### src/rtl/ddr3_apb_master.sv
// APB initiator for the DDR3 controller register block: accepts one register
// command at a time, runs SETUP/ACCESS on APB and returns data/status.
module ddr3_apb_master #(
    parameter int ADDR_W  = 8,
    parameter int DATA_W  = 16,
    parameter int TIMEOUT = 16
) (
    input  logic              aclk,
    input  logic              areset,
    input  logic              cmd_valid,
    output logic              cmd_ready,
    input  logic              cmd_write,
    input  logic [ADDR_W-1:0] cmd_addr,
    input  logic [DATA_W-1:0] cmd_wdata,
    output logic              rsp_valid,
    input  logic              rsp_ready,
    output logic [DATA_W-1:0] rsp_rdata,
    output logic              rsp_err,
    output logic              busy,
    output logic              apb_sel,
    output logic              apb_enable,
    output logic              apb_write,
    output logic [ADDR_W-1:0] apb_addr,
    output logic [DATA_W-1:0] apb_wdata,
    input  logic              apb_ready,
    input  logic [DATA_W-1:0] apb_rdata
);

    localparam int CNT_W = (TIMEOUT > 1) ? $clog2(TIMEOUT) : 1;

    typedef enum logic [1:0] {
        IDLE,
        SETUP,
        ACCESS,
        RESP
    } state_t;

    state_t             state_reg;
    logic [CNT_W-1:0]   wait_cnt_reg;
    logic               timeout_hit;

    // Abort on the edge that closes the TIMEOUT-th ACCESS cycle without PREADY.
    assign timeout_hit = (TIMEOUT != 0) && (wait_cnt_reg == CNT_W'(TIMEOUT - 1));

    // Gated by reset so nothing is offered while the block is held in reset.
    assign cmd_ready = (state_reg == IDLE) && !areset;
    assign busy      = (state_reg != IDLE);

    always_ff @(posedge aclk or posedge areset) begin
        if (areset) begin
            state_reg    <= IDLE;
            wait_cnt_reg <= '0;
            apb_sel      <= 1'b0;
            apb_enable   <= 1'b0;
            apb_write    <= 1'b0;
            apb_addr     <= '0;
            apb_wdata    <= '0;
            rsp_valid    <= 1'b0;
            rsp_rdata    <= '0;
            rsp_err      <= 1'b0;
        end else begin
            case (state_reg)
                IDLE: begin
                    if (cmd_valid) begin
                        apb_write <= cmd_write;
                        apb_addr  <= cmd_addr;
                        apb_wdata <= cmd_wdata;
                        apb_sel   <= 1'b1;
                        state_reg <= SETUP;
                    end
                end
                SETUP: begin
                    wait_cnt_reg <= '0;
                    apb_enable   <= 1'b1;
                    state_reg    <= ACCESS;
                end
                ACCESS: begin
                    if (apb_ready) begin
                        rsp_rdata  <= apb_write ? '0 : apb_rdata;
                        rsp_err    <= 1'b0;
                        rsp_valid  <= 1'b1;
                        apb_sel    <= 1'b0;
                        apb_enable <= 1'b0;
                        state_reg  <= RESP;
                    end else if (timeout_hit) begin
                        rsp_rdata  <= '0;
                        rsp_err    <= 1'b1;
                        rsp_valid  <= 1'b1;
                        apb_sel    <= 1'b0;
                        apb_enable <= 1'b0;
                        state_reg  <= RESP;
                    end else begin
                        wait_cnt_reg <= wait_cnt_reg + 1'b1;
                    end
                end
                RESP: begin
                    if (rsp_ready) begin
                        rsp_valid <= 1'b0;
                        state_reg <= IDLE;
                    end
                end
                default: state_reg <= IDLE;
            endcase
        end
    end

endmodule
### config.mk
export PLATFORM = sky130hd
export DESIGN_NAME = ddr3_apb_master
export DESIGN_NICKNAME = d
export VERILOG_FILES = /design/src/rtl/ddr3_apb_master.sv
export SDC_FILE = /design/constraint.sdc
export NUM_CORES = 1
export LEC_CHECK = 0
export CAP_MARGIN = 20
export CELL_PAD_IN_SITES_DETAIL_PLACEMENT = 0
export CELL_PAD_IN_SITES_GLOBAL_PLACEMENT = 1
export CORE_MARGIN = 8
export CORE_UTILIZATION = 36
export CTS_BUF_LIST = sky130_fd_sc_hd__clkbuf_8
export CTS_CLUSTER_DIAMETER = 100
export CTS_CLUSTER_SIZE = 20
export DETAILED_ROUTE_END_ITERATION = 16
export PLACE_DENSITY = 0.94
export RECOVER_POWER = 25
export SLEW_MARGIN = 20
export SYNTH_ARGS = -nofsm -noshare
export SYNTH_HDL_FRONTEND = slang
export SYNTH_SLANG_ARGS = --single-unit
### constraint.sdc
create_clock -name aclk -period 4 [get_ports aclk]
set_clock_uncertainty 0.05 [all_clocks]
set_input_delay 0.4 -clock aclk [delete_from_list [all_inputs] [get_ports aclk]]
set_output_delay 0.4 -clock aclk [all_outputs]
set_load 0.03 [all_outputs]
Word-level counts from Yosys, hierarchy flattened
Cells that the tools add are included.
- add/sub/neg operators: 1
- multipliers: 0
- div/mod/pow operators: 0
- order comparisons: 0
- equal/unequal tests: 9
- shift-type cells: 0
- multiplexer cells: 21
- bitwise logic cells: 0
- reductions and logical operators: 15
- operator list (operator ; number):
    $mux 16 ; 3
    $reduce_and 3->1 ; 4
    $reduce_bool 2->1 ; 5
    $mux 2 ; 4
    $mux 4 ; 2
    $ne 2x2->1 const B ; 4
    $pmux 2 s4 ; 1
    $pmux 4 s2 ; 1
    $mux 1 ; 7
    $pmux 1 s2 ; 3
    $reduce_and 2->1 ; 3
    $add 4x1->4 const B ; 1
    $eq 2x2->1 const B ; 2
    $eq 4x4->1 const B ; 1
    $ne 3x3->1 const B ; 1
    $eq 2x1->1 const B ; 1
    $logic_not 2->1 ; 1
    $logic_and 1x1->1 ; 1
    $logic_not 1->1 ; 1
- register bits after elaboration: 51
- latch bits: 0
- RAM bits: 0
- memory bits (read-only): 0
- input bits: 46
- output and inout port bits: 47
- word-level logic and storage cells: 56
- memories kept: 0

Logic depth before layout (Yosys ltp)
Gate-level depths: netlist of the first run.
- depth after elaboration: 4
- gate-level depth with buffers: 6
- depth with buffers taken out: 5

Least setup slack after synthesis of the first run
Ideal clock, no wire load.
- path kind: register to output
- start point: register state_reg[0]
- end point: output cmd_ready
- arrival: 1.268 ns
- required time: 3.550 ns
- path slack: 2.282 ns
- stages on the path, launching flop included: 5
- buffers on the path: 0
- path through: dfrtp_1 inv_1 ha_1 inv_1 nor2_1
- word-level cells in the longest chain between the ends: 2
- ends and longest elaborated chain (element ; RTL line ; RTL):
    start: declaration ; 38 ; state_t state_reg;
    start signal: assignment ; 51 ; state_reg <= IDLE;
    start signal: assignment ; 69 ; state_reg <= SETUP;
    start signal: assignment ; 75 ; state_reg <= ACCESS;
    $logic_not 2->1 ; 46 ; assign cmd_ready = (state_reg == IDLE) && !areset;
    $logic_and 1x1->1 ; 46 ;
    end: declaration ; 11 ; output logic cmd_ready,
Every way passes these cells.

Worst setup path after layout of the first run
Ends and elaborated chain as after synthesis.

==> results of run 1 <==
worst paths after layout:
path / end / slack [ps] / cells past startpoint
hold reg to reg: rsp_rdata[5]$_DFFE_PP0P_ / 460 / 1
min in group asynchronous: rsp_rdata[15]$_DFFE_PP0P_ / 1110 / 2
setup reg to reg: rsp_rdata[11]$_DFFE_PP0P_ / 1860 / 5
setup / recovery: cmd_ready / 1680 / 5
hold / removal: rsp_rdata[5]$_DFFE_PP0P_ / 460 / 1
max in group asynchronous: wait_cnt_reg[0]$_DFFE_PP0P_ / 1790 / 2
cells by family after synthesis:
group | share of synthesized area [%]
AO/OA/AOI/OAI | 13.8
adder cells (fa/ha/maj) | 2.98
buffers and inverters | 4.06
flip-flops | 60.8
multiplexers | 13.9
AND/OR/NAND/NOR | 4.47
per-layer routing:
layer	part of all wire (%)	GRT usage, %	up-vias
li1	-	-	720
met1	40	14.1	758
met2	48	19.6	54
met3	11	5.99	4
met4	0.65	2.82	0
met5	0	0	-
area by class of cell:
type / count / share of cell area, %
clock inverter: 2 / 1.07
sequential: 51 / 40.3
multi-input combinational: 82 / 23.3
timing repair buffer: 92 / 29.1
tap: 75 / 2.96
inverter: 10 / 1.22
clock buffer: 5 / 2.17
power by group:
part,internal [mW],switching [mW]
Sequential,0.748,0.129
Clock,0.181,0.161
Combinational,0.660,0.799
Total,1.59,1.09
cell usage after synthesis, types with 2 or more instances:
master    count
a21oi_1       5
a31oi_1       2
nand2_1       6
a22o_1       16
o221ai_1      2
buf_2         2
clkbuf_1      2
nand4_1       2
mux2_2       25
buf_6         2
o21ai_0       4
nor2_1        2
dfrtp_1      51
inv_1        10
ha_1          5
through the flow:
stage / instance area, um^2 / std cells
finish: 3170 / 317
detailed placement: 3070 / 310
floorplan: 2100 / 150
global route: 3170 / 317
global placement: 3070 / 310
CTS: 3170 / 317
==> results.md, run 1 <==
* Status: finished, violations left
* Failing checks: max-capacitance violations, max-slew violations
* Setup ws final at 1680 ps
* Final ANT Viol Nets at 0
* CP endpoint kind: primary output
* Worst path slowest cell: clkdlybuf4s50_1
* Min Hold Slack at between 400 and 500 ps
* Top cells by area, synth: dfrtp_1 (61%), mux2_2 (13%), a22o_1 (6.7%)
* Post-synth EDFFs at 0
* Critical Path RT at about 3600 ps
* Vias at 1536
* Tmin final at approximately 2300 ps
* Post-DP HPWL at about 3.9 mm
* 1st-iter DRT viols at 46
* Multi-input combinational cell area at 737 um^2
* Largest stage delay on the critical path at approximately 670 ps
* #FFs+latches synth at between 50 and 60
* Die Wd at roughly 92 um
* DR WL/cell at 16.5 um
* CP bufs+invs at 3
* Hold path start: rsp_rdata[5]$_DFFE_PP0P_
* Dominant synthesized flop cell: dfrtp_1
* CTS tree: yes
* GRT Resource Usage Total at 12.1%
* Vias in the first global route at approximately 1.7k
* Leakage Power at between 1 and 1.5 nW
* Synth Warn # at 0
* Slew of the pin with the lowest slew margin at around 2200 ps
* Synthesis-to-finish area growth at 51.0%
* Layout Utilization at 54.8%
* Sequential-to-total area share from yosys stat at 60.8%
* First-pass GRT wire length at 8.44 mm
* DR pass1 iterations at 4
* Arrival @ worst endpoint at between 1500 and 2000 ps
* Post-CTS Hold Fix Bufs at 0
* Synth unique cells at 29
* Buffer depth of the longest clock path at 2
* Synthesized area per cell at ~14 um^2
* Vias per cell at approximately 4.8
* Area of the mapped netlist at around 2100 um^2
* Post-CTS Setup Bufs at 0
* Port Buffers at between 90 and 100
* Total negative slack at 0 ps
* Die height at around 90 um
* CP delay by family, top: buffers and inverters
* CP cell instances: inv_1 > ha_1 > inv_1 > nor2_1 > clkdlybuf4s50_1
* Pwr Total at 2.68 mW
* Initial Utilization at between 30% and 40%
* # DRC at 0
* CP Max Fanout at 4
* Top Registers: apb_wdata (16), rsp_rdata (16), apb_addr (8)
* Number of antenna violations at the first check in global routing at 0
* Largest net degree at the start of global routing at 52
* Max Cap Violations at 1
* Cell mode on critical path: inv_1
* PostCTS Resize Cnt at 0
* Hold Vio Cnt, Final at 0
* Slew Viols, Final at 52
* Antenna Cells at 0
* Unrepaired setup endpoints after global routing: no
* Root Buffer: clkbuf_8
* Syn_nets at roughly 200
* Nets at slightly below 300
* Setup violators final at 0
* Synth area leader: dfrtp_1
* Routability Congestion at ~0.76
* Maximum vdd drop at between 400 and 500 uV
* Slew margin rel. at -46.9%
* Crit path launch: state_reg[0]$_DFFE_PP0P_
* Fillers at about 500
* Worst slack, placed at between 1500 and 2000 ps
* Layout cell share with drive strength beyond 1 at approximately 15%
* Clock Latency Late Sink at just under 300 ps
* Max Fclk at 0.431 GHz
* Clk sinks at 51
* Fin crit share at between 50% and 60%
* Ports at slightly above 90
* Cell area power density at roughly 840 nW/um^2
* Crit Path Category: reg -> out
* Die ar. at around 8500 um^2
* CTS Buf Count at 5
* Startpoint types: flip-flop
* Synth Instances at 150
* Clk pin slew, worst setup/hold paths at roughly 90 ps
* WL final at ~5.2 mm
* Register area at approximately 1300 um^2
* Most frequent cells in the layout: clkdlybuf4s50_1 (91), dfrtp_1 (51), mux2_2 (25)
* Top-area cell type share of the netlist area at between 60% and 70%
* H-tree Lvls at 2
* Row count at 28
* GRT Residual Overflow at 0
* Min-Delay Path Class: reg -> reg
* RR Startpoint: state_reg[0]$_DFFE_PP0P_
* CORE AREA at 5780 um^2
* Asr flop ratio synth at 100%
* Commonest non-fill, non-tap cell in the layout: clkdlybuf4s50_1
(Power assumes the default switching activity.)
==> run 2: changes to the inputs <==
--- a/config.mk
+++ b/config.mk
@@ -9,12 +9,12 @@
 export CELL_PAD_IN_SITES_DETAIL_PLACEMENT = 0
 export CELL_PAD_IN_SITES_GLOBAL_PLACEMENT = 1
 export CORE_MARGIN = 8
-export CORE_UTILIZATION = 36
+export CORE_UTILIZATION = 33
 export CTS_BUF_LIST = sky130_fd_sc_hd__clkbuf_8
 export CTS_CLUSTER_DIAMETER = 100
 export CTS_CLUSTER_SIZE = 20
 export DETAILED_ROUTE_END_ITERATION = 16
-export PLACE_DENSITY = 0.94
+export PLACE_DENSITY = 0.87
 export RECOVER_POWER = 25
 export SLEW_MARGIN = 20
 export SYNTH_ARGS = -nofsm -noshare
==> constraint.sdc (replaced) <==
create_clock -name aclk -period 2.23 [get_ports aclk]
set_clock_uncertainty 0.05 [all_clocks]
set_input_delay 0.223 -clock aclk [delete_from_list [all_inputs] [get_ports aclk]]
set_output_delay 0.223 -clock aclk [all_outputs]
set_load 0.03 [all_outputs]
==> results.md, run 2 (synthesis gave the netlist of run 1 again) <==
* Die ar. at slightly above 9000 um^2
* Clk pin slew, worst setup/hold paths at 100 ps
* Initial Utilization at between 30% and 40%
* Commonest non-fill, non-tap cell in the layout: clkdlybuf4s50_1
* RR Startpoint: wait_cnt_reg[0]$_DFFE_PP0P_
* Post-CTS Hold Fix Bufs at 0
* Startpoint types: flip-flop
* Slew Viols, Final at 0
* CP Max Fanout at 4
* Slew margin rel. at roughly 45%
* CP bufs+invs at 3
* Cell area power density at about 1500 nW/um^2
* Comb power frac at approximately 54%
* Clock Latency Late Sink at between 300 and 400 ps
* Vias at approximately 1.6k
* Die Wd at 95.7 um
* Vias per cell at around 5
* H-tree Lvls at 2
* Clock power frac at 13.6%
* Final ANT Viol Nets at 0
* 1st-iter DRT viols at 66
* Top Registers: apb_wdata (16), rsp_rdata (16), apb_addr (8)
* Root Buffer: clkbuf_8
* Unrepaired setup endpoints after global routing: no
* Layout Utilization at between 50% and 60%
* Post-DP HPWL at 3.88 mm
* Row count at 29
* # DRC at 0
* Max Fclk at between 0.4 and 0.5 GHz
* Status: finished, final reports clean
* CTS tree: yes
* Total negative slack at 0 ps
* Switching Fraction at slightly above 40%
* Hold Vio Cnt, Final at 0
* CP endpoint kind: primary output
* First-pass GRT wire length at approximately 8.5 mm
* Crit path launch: state_reg[0]$_DFFE_PP0P_
* Post-CTS Setup Bufs at 0
* DR WL/cell at between 15 and 20 um
* DR pass1 iterations at 4
* CTS Buf Count at 5
* CP delay by family, top: buffers and inverters
* Largest stage delay on the critical path at roughly 670 ps
* Nets at around 300
* Sequential power share at between 30% and 40%
* Worst path slowest cell: clkdlybuf4s50_1
* WL final at about 5.3 mm
* Port Buffers at slightly above 90
* Critical Path RT at between 1500 and 2000 ps
* Setup violators final at 0
* Fin crit share at 90.2%
* Number of antenna violations at the first check in global routing at 0
* Hold path start: rsp_rdata[7]$_DFFE_PP0P_
* Leakage Power at 1.40 nW
* Vias in the first global route at roughly 1.7k
* Cell mode on critical path: inv_1
* P_int at 2.87 mW
* Antenna Cells at 0
* Die height at roughly 96 um
* PostCTS Resize Cnt at 0
* GRT Residual Overflow at 0
* Largest net degree at the start of global routing at 31
* Min Hold Slack at between 400 and 500 ps
* Ports at between 90 and 100
* Slew of the pin with the lowest slew margin at around 830 ps
* Most frequent cells in the layout: clkdlybuf4s50_1 (90), dfrtp_1 (51), mux2_2 (25)
* Maximum vdd drop at between 800 and 900 uV
* Synthesis-to-finish area growth at 53.1%
* Routability Congestion at approximately 0.75
* Tmin final at 2010 ps
* Arrival @ worst endpoint at between 1500 and 2000 ps
* CORE AREA at around 6200 um^2
* Layout cell share with drive strength beyond 1 at about 17%
* GRT Resource Usage Total at around an eighth
* Crit Path Category: reg -> out
* Min-Delay Path Class: reg -> reg
* Clk sinks at between 50 and 60
* Max Cap Violations at 0
* Buffer depth of the longest clock path at 2
* CP cell instances: inv_1 > ha_1 > inv_1 > clkdlybuf4s50_1
* NetSw at 1.98 mW
==> run 2: changes by cell type in the layout (fill, tap and decap cells not counted) <==
| cell | previous run | this run |
|---|---|---|
| clkinvlp_4 | 0 | 1 |
| clkbuf_2 | 0 | 1 |
| clkinvlp_2 | 1 | 0 |
| buf_4 | 0 | 3 |
| dlymetal6s2s_1 | 0 | 1 |
| inv_6 | 0 | 1 |
| clkdlybuf4s50_1 | 91 | 90 |
==> run 2: metal layers <==
metal	GRT usage, %	wire length [um]	vias to the layer above
li1	-	-	729
met1	14.4	2130	788
met2	18.2	2520	52
met3	6.08	537	7
met4	3.84	63	0
met5	0	0	-
==> run 2: layout make-up <==
type,instances,area [um^2]
inverters,10,37.5
multi-input cells,82,737
well taps,77,96.3
repair buffers,96,951
clock inverters,3,46.3
fillers,569,3030
flip-flops and latches,51,1280
clock buffers,5,68.8
==> run 2: worst reg2reg max path: stages (launching register included) <==
cell and delay [ps]:
dfrtp_1 410, ha_1 280, a31oi_4 190, a221oi_1 430, mux2i_1 230
==> run 2: worst paths after layout <==
| check | slack, ps | cells past startpoint | to |
|---|---|---|---|
| max | 220 | 4 | busy |
| min | 460 | 1 | rsp_rdata[7]$_DFFE_PP0P_ |
| max reg2reg | 560 | 4 | state_reg[1]$_DFFE_PP0P_ |
| min reg2reg | 460 | 1 | rsp_rdata[7]$_DFFE_PP0P_ |
| max in group asynchronous | 430 | 3 | apb_wdata[7]$_DFFE_PP0P_ |
| min in group asynchronous | 490 | 2 | apb_sel$_DFFE_PP0P_ |
==> run 2: through the flow <==
step	total power [mW]	cells	setup slack, ps	area [um^2]
floorplan	3.16	150	665	2100
global placement	4.22	316	435	3110
detailed placement	4.25	316	421	3110
CTS	4.93	324	74.0	3230
global route	5.15	324	67.4	3210
finish	4.85	324	219	3210
==> run 2: power groups by stage <==
stage / Clock [mW] / Sequential [mW] / Combinational [mW]
2_1_floorplan: 0 / 2.33 / 0.830
3_3_place_gp: 0 / 1.57 / 2.65
3_5_place_dp: 0 / 1.58 / 2.67
4_1_cts: 0.689 / 1.57 / 2.68
5_1_grt: 0.722 / 1.63 / 2.80
6_report: 0.662 / 1.57 / 2.62
